<file path="config.mk">
export PLATFORM = sky130hd
export DESIGN_NAME = reg_dump_serializer
export DESIGN_NICKNAME = d
export VERILOG_FILES = /design/src/rtl/reg_dump_serializer.sv
export SDC_FILE = /design/constraint.sdc
export NUM_CORES = 2
export LEC_CHECK = 0
export CORE_AREA = 2 2 405 407
export CTS_BUF_LIST = sky130_fd_sc_hd__clkbuf_4 sky130_fd_sc_hd__clkbuf_8
export CTS_CLUSTER_DIAMETER = 100
export DETAILED_ROUTE_END_ITERATION = 12
export DIE_AREA = 0 0 407 409
export PLACE_DENSITY_LB_ADDON = 0.08
export SLEW_MARGIN = 15
export SYNTH_ARGS = -nofsm -noshare
export SYNTH_HDL_FRONTEND = slang
export SYNTH_SLANG_ARGS = --single-unit
export TNS_END_PERCENT = 30
</file>
<file path="constraint.sdc">
create_clock -name clk -period 35.1 [get_ports clk]
set_input_delay 5.265 -clock clk [delete_from_list [all_inputs] [get_ports clk]]
set_output_delay 5.265 -clock clk [all_outputs]
set_load 0.005 [all_outputs]
</file>
<file path="src/rtl/reg_dump_serializer.sv">
// reg_dump_serializer
// Captures a snapshot of the flattened register bus when a start request
// arrives. It then streams the snapshot out one byte at a time over a
// valid/ready byte interface. Register 0 goes first, most significant byte first.
// REG_WIDTH must be a multiple of 8.
module reg_dump_serializer #(
  parameter int NUM_REGS  = 32,
  parameter int REG_WIDTH = 32
) (
  input  logic                          clk,
  input  logic                          i_reset_n,
  input  logic                          i_start,
  input  logic                          i_abort,
  input  logic [NUM_REGS*REG_WIDTH-1:0] i_registers,
  input  logic                          i_tx_ready,
  output logic [7:0]                    o_tx_data,
  output logic                          o_tx_valid,
  output logic                          o_busy,
  output logic                          o_done
);

  localparam int BUS_W = NUM_REGS * REG_WIDTH;
  localparam int TOTAL = BUS_W / 8;
  localparam int CNT_W = (TOTAL > 1) ? $clog2(TOTAL) : 1;

  localparam logic [CNT_W-1:0] LAST_BYTE = CNT_W'(TOTAL - 1);

  localparam logic [1:0] ST_IDLE = 2'd0;
  localparam logic [1:0] ST_SEND = 2'd1;
  localparam logic [1:0] ST_DONE = 2'd2;

  logic [1:0]            state_reg, state_next;
  logic [CNT_W-1:0]      count_reg, count_next;
  // Snapshot lanes: lane TOTAL-1 always holds the byte currently on offer.
  logic [TOTAL-1:0][7:0] snap_reg, snap_next;

  logic load_snap;
  logic xfer;

  assign load_snap = (state_reg == ST_IDLE) && i_start;
  assign xfer      = (state_reg == ST_SEND) && i_tx_ready;

  // Per-lane next value: load from the bus on start, shift toward the top on each transfer.
  // Byte b of the stream (bus bits [BUS_W-1-8b -: 8]) lands in lane TOTAL-1-b.
  generate
    for (genvar gi = 0; gi < TOTAL; gi++) begin : g_lane
      if (gi == 0) begin : g_bottom
        assign snap_next[gi] = load_snap ? i_registers[8*gi +: 8] :
                               xfer      ? 8'h00                  :
                                           snap_reg[gi];
      end else begin : g_upper
        assign snap_next[gi] = load_snap ? i_registers[8*gi +: 8] :
                               xfer      ? snap_reg[gi-1]         :
                                           snap_reg[gi];
      end
    end
  endgenerate

  // Snapshot storage; its contents are meaningless outside a dump, so it has no reset.
  always_ff @(posedge clk) begin
    snap_reg <= snap_next;
  end

  // Next-state and byte-counter logic; abort beats last-byte completion.
  always_comb begin
    state_next = state_reg;
    count_next = count_reg;
    case (state_reg)
      ST_IDLE: begin
        if (i_start) begin
          state_next = ST_SEND;
          count_next = '0;
        end
      end
      ST_SEND: begin
        if (i_abort) begin
          state_next = ST_IDLE;
        end else if (i_tx_ready) begin
          if (count_reg == LAST_BYTE) begin
            state_next = ST_DONE;
          end else begin
            count_next = count_reg + CNT_W'(1);
          end
        end
      end
      ST_DONE: begin
        state_next = ST_IDLE;
      end
      default: begin
        state_next = ST_IDLE;
      end
    endcase
  end

  // State and counter registers, cleared immediately by reset.
  always_ff @(posedge clk or negedge i_reset_n) begin
    if (!i_reset_n) begin
      state_reg <= ST_IDLE;
      count_reg <= '0;
    end else begin
      state_reg <= state_next;
      count_reg <= count_next;
    end
  end

  // Outputs decode straight from state, so reset clears them without waiting for a clock.
  always_comb begin
    o_tx_valid = (state_reg == ST_SEND);
    o_busy     = (state_reg != ST_IDLE);
    o_done     = (state_reg == ST_DONE);
    o_tx_data  = o_tx_valid ? snap_reg[TOTAL-1] : 8'h00;
  end

endmodule

</file>
[Yosys cells after proc, flatten, opt, wreduce, memory -nomap -nowiden]
Index checks and enable logic that the tools add are counted.
Storage, ports and cells
  logic and storage cells: 415
  bits of input ports: 1029
  flip-flop bits (word level): 1033
  output and inout bits: 11
Cells by class
  reductions and logical operators: 8
  eq/ne operators: 9
  $add $sub $neg: 1
  muxes and demuxes: 267
Operators by type and width (count)
  $mux W8: 257
  $mux W7: 4
  $pmux W7 S2: 1
  $mux W2: 4
  $ne A2 B2 Y1 const B: 4
  $add A7 B1 Y7 const B: 1
  $eq A7 B7 Y1 const B: 1
  $reduce_bool A2 Y1: 3
  $reduce_and A5 Y1: 1
  $pmux W2 S2: 1
  $ne A3 B2 Y1 const B: 1
  $ne A3 B3 Y1 const B: 1
  $reduce_and A3 Y1: 1
  $eq A2 B1 Y1 const B: 1
  $eq A2 B2 Y1 const B: 1
  $logic_and A1 B1 Y1: 2
  $logic_not A2 Y1: 1

[Depth between registers and ports, before layout]
  depth after elaboration: 5
  gate-level depth with buffers: 7
  depth with buffers taken out: 5

[Worst setup path after synthesis]
Ideal clock, no wire load.
  path kind: input to register
  start point: input port i_start
  end point: register snap_reg[0] (netlist name) (enable)
  data required time: 28.011 ns
  data arrival time: 22.506 ns
  slack: 5.505 ns
  stages: 5
  buffers on the path: 2
  setup time: 7.089 ns
  path through: inv_1 -> or3_1 -> clkbuf_1 -> clkbuf_1 -> nand2_1
Between the ends
  longest elaborated chain between the ends: 2
RTL lines
  start, declared: RTL line 12  | input logic i_start,
  $logic_and A1 B1 Y1: RTL line 40  | assign load_snap = (state_reg == ST_IDLE) && i_start;
  $reduce_bool A2 Y1 (no source line)
  end signal, assigned: RTL line 61  | snap_reg <= snap_next;
  end, declared: RTL line 35  | logic [TOTAL-1:0][7:0] snap_reg, snap_next;
No other way between the ends.
A chain may end at the register's enable or synchronous reset.

[Worst setup path in the final report]
  start point: input port i_start
  end point: register snap_reg[280] (netlist name) (enable)
Same word-level chain as after synthesis.

==> results.txt <==
Hold WS -> 0.4676 ns
Top FF cell, synth -> edfxtp_1
CTS resizes -> 0
Via density -> 4.297
Max IR drop VDD -> 0.02932 mV
synth top area cells -> edfxtp_1, nand2_1, buf_6
DR WL/cell -> 20.54 µm
fin crit period -> 10.04 ns
Largest register FFs -> 1024
Seq pwr share -> 0.503
worst endpoint required time -> 35.55 ns
ys async rst share -> 0.008712
FF+latch area -> 30970 µm²
total grt overflow -> 0
Seq/Total Area, Yosys -> 0.6938
gr usage total -> 0.1844
Critical Path Max Stage Delay -> 0.87 ns
# rows -> 148
Yosys warning count -> 0
Synth Net Count -> 5396
clk buf depth -> 3
vias in the first global route -> 33360
fin crit share -> 0.2861
CP max-delay cell -> buf_4
core area -> 162000 µm²
FMAX -> 99.57 MHz
Synth Area per Inst -> 10.23 µm²
Post-Synthesis Cells -> 4366
# IOs -> 1040
RSZ-0062 raised after global routing -> no
Starting Density -> 0.2756
Combinational Power Share -> 0.153
DIE AREA -> 166500 µm²
Die Y -> 409 µm
H-tree Lvls -> 4
CTS tree -> done
HP Class -> reg -> reg
cts hold-fix bufs -> 0
WL final -> 159500 µm
Synth cell types -> 32
drt drc -> 0
later-pin clock latency in the skew report -> 0.88 ns
arrival time worst endpoint -> 10.49 ns
#FFs+latches synth -> 1033
I/O Buffers -> 1039
first drt pass iteration count -> 5
Die W -> 407 µm
detailed placement HPWL -> 111100 µm
post-synth top area share -> 0.6887
CTS Sinks -> 1033
critical path class -> in -> reg
CP endpoint kind -> flop
Fillers -> 16650
initial antenna violation count -> 109
multi-input logic area -> 11830 µm²
fin worst setup slack -> 25.06 ns
switching portion of total power -> 0.2704
largest net degree at the start of global routing -> 204
Clock Tree Root -> clkbuf_8
max-slew violations -> 0
CTS clk-pin slew, worst paths -> 0.06 ns
leakage power total -> 0.02540 µW
Worst Setup Slack post-DPL -> 24.11 ns
overall power -> 3395 µW
leading area contributor after synthesis -> edfxtp_1
max_cap viols -> 0
max_slew headroom -> 0.1458
DRT antenna net count -> 0
critical path cell sequence -> clkdlybuf4s50_1, inv_1, or3_4, nand2_4, buf_4, buf_4, buf_4, buf_4
Mapped Area -> 44650 µm²
DR iter-0 viols -> 2339
TritonCTS Buffers -> 194
internal power -> 2477 µW
first-pass GRT wire length -> 223700 µm
Clk pwr share -> 0.345
outcome -> completed
CP dominant cell by count -> buf_4
share of cells above drive strength 1 -> 0.06157
Area growth syn-to-layout -> 34.61%
final setup fails -> 0
Clock Skew -> 0.05668 ns
Setup TNS Final -> 0 ns
Final nets -> 6435
post-CTS setup buffer count -> 0
Worst Tran Pin Value -> 1.281 ns
routability cong. -> 0.8455
CP Max Fanout -> 74
pwr/cell area -> 56.49 nW/µm²
Psw -> 918.0 µW
Final Hold Fails -> 0
number of flops mapped to enable cells by yosys -> 1024
startpoint types -> input port
routed vias -> 33380
final cells by class:
cell class,count,area share
tap,2175,0.04528
timing repair buffer,1073,0.1783
multi-input combinational,3101,0.1968
clock buffer,274,0.05463
antenna,37,0.001541
clock inverter,72,0.007911
sequential,1033,0.5154
inverter,2,0.0001249
synthesized netlist by cell type (2+ instances only):
library cell and n:
inv_1 2, clkbuf_1 3, and2_1 16, dfrtp_1 9, nand2_1 3052, nand2b_1 2
nor2b_1 2, buf_4 8, edfxtp_1 1024, buf_2 108, nor2_1 3, nand3b_1 2
buf_6 111, a41o_1 2, a21oi_1 2, a31oi_1 3, nand3_1 2
worst paths after layout:
| path | cells after the start | start | end | slack, ns |
|---|---|---|---|---|
| worst max-delay path | 8 | i_start | snap_reg[280] | 25.06 |
| worst min-delay path | 2 | snap_reg[581] | snap_reg[589] | 0.47 |
| worst max register to register | 6 | state_reg[0] | snap_reg[280] | 29.50 |
| worst min register to register | 2 | snap_reg[581] | snap_reg[589] | 0.47 |
| max in group asynchronous | 1 | i_reset_n | state_reg[0] | 30.03 |
| min in group asynchronous | 1 | i_reset_n | count_reg[5] | 4.76 |
placed cells by master, fill, tap and decap left out, drive strengths merged:
cell type | netlist | layout
mux2 | 1 | 1
clkinvlp | 0 | 2
nor3 | 1 | 1
and2 | 17 | 17
nand3 | 2 | 2
a311oi | 2 | 2
a21oi | 2 | 2
or3 | 1 | 1
ha | 1 | 1
dfrtp | 9 | 9
nand4 | 1 | 1
a21boi | 2 | 2
inv | 2 | 12
o21ai | 1 | 1
edfxtp | 1024 | 1024
clkbuf | 3 | 274
and3 | 2 | 2
nand2b | 2 | 2
or2 | 2 | 2
clkinv | 0 | 57
nor2 | 3 | 3
clkdlybuf4s50 | 0 | 1039
a41o | 2 | 2
buf | 227 | 34
bufinv | 0 | 3
a31oi | 3 | 3
nand3b | 2 | 2
nand2 | 3052 | 3052
diode | 0 | 37
nor2b | 2 | 2
cell families after synthesis:
| family | Yosys count | synth area share |
|---|---|---|
| DFF | 1033 | 0.6938 |
| and+or+nand+nor | 3087 | 0.2615 |
| muxes | 1 | 0.0002522 |
| AOI/OAI and AO/OA | 12 | 0.002326 |
| buffers and inverters | 232 | 0.04187 |
| adders and majority gates | 1 | 0.0002802 |
through the flow:
stage	util	instance area, µm²	cells
finish	0.3709	60100	7767
global placement	0.3471	56250	7384
global route	0.3706	60050	7747
floorplan	-	44650	4366
CTS	0.3703	60010	7730
detailed placement	0.3471	56250	7384
power by group through the flow:
stage / Combinational, µW / Clock [µW] / Sequential (µW)
6_report: 518 / 1170 / 1710
5_1_grt: 589 / 1270 / 1730
4_1_cts: 532 / 1220 / 1710
3_5_place_dp: 529 / 0 / 1730
3_3_place_gp: 527 / 0 / 1730
2_1_floorplan: 312 / 0 / 1890
metal layers:
layer	GRT usage	routed length [µm]
met1	0.2223	64930
met2	0.3063	76110
met3	0.07112	14300
met4	0.04770	3407
met5	0	753
critical path: cells and delay by family:
| family | cells | cell delay [ns] |
|---|---|---|
| buffers and inverters | 6 | 3.76 |
| and+or+nand+nor | 2 | 1.17 |
No activity file was read; power rests on OpenSTA's default activity.
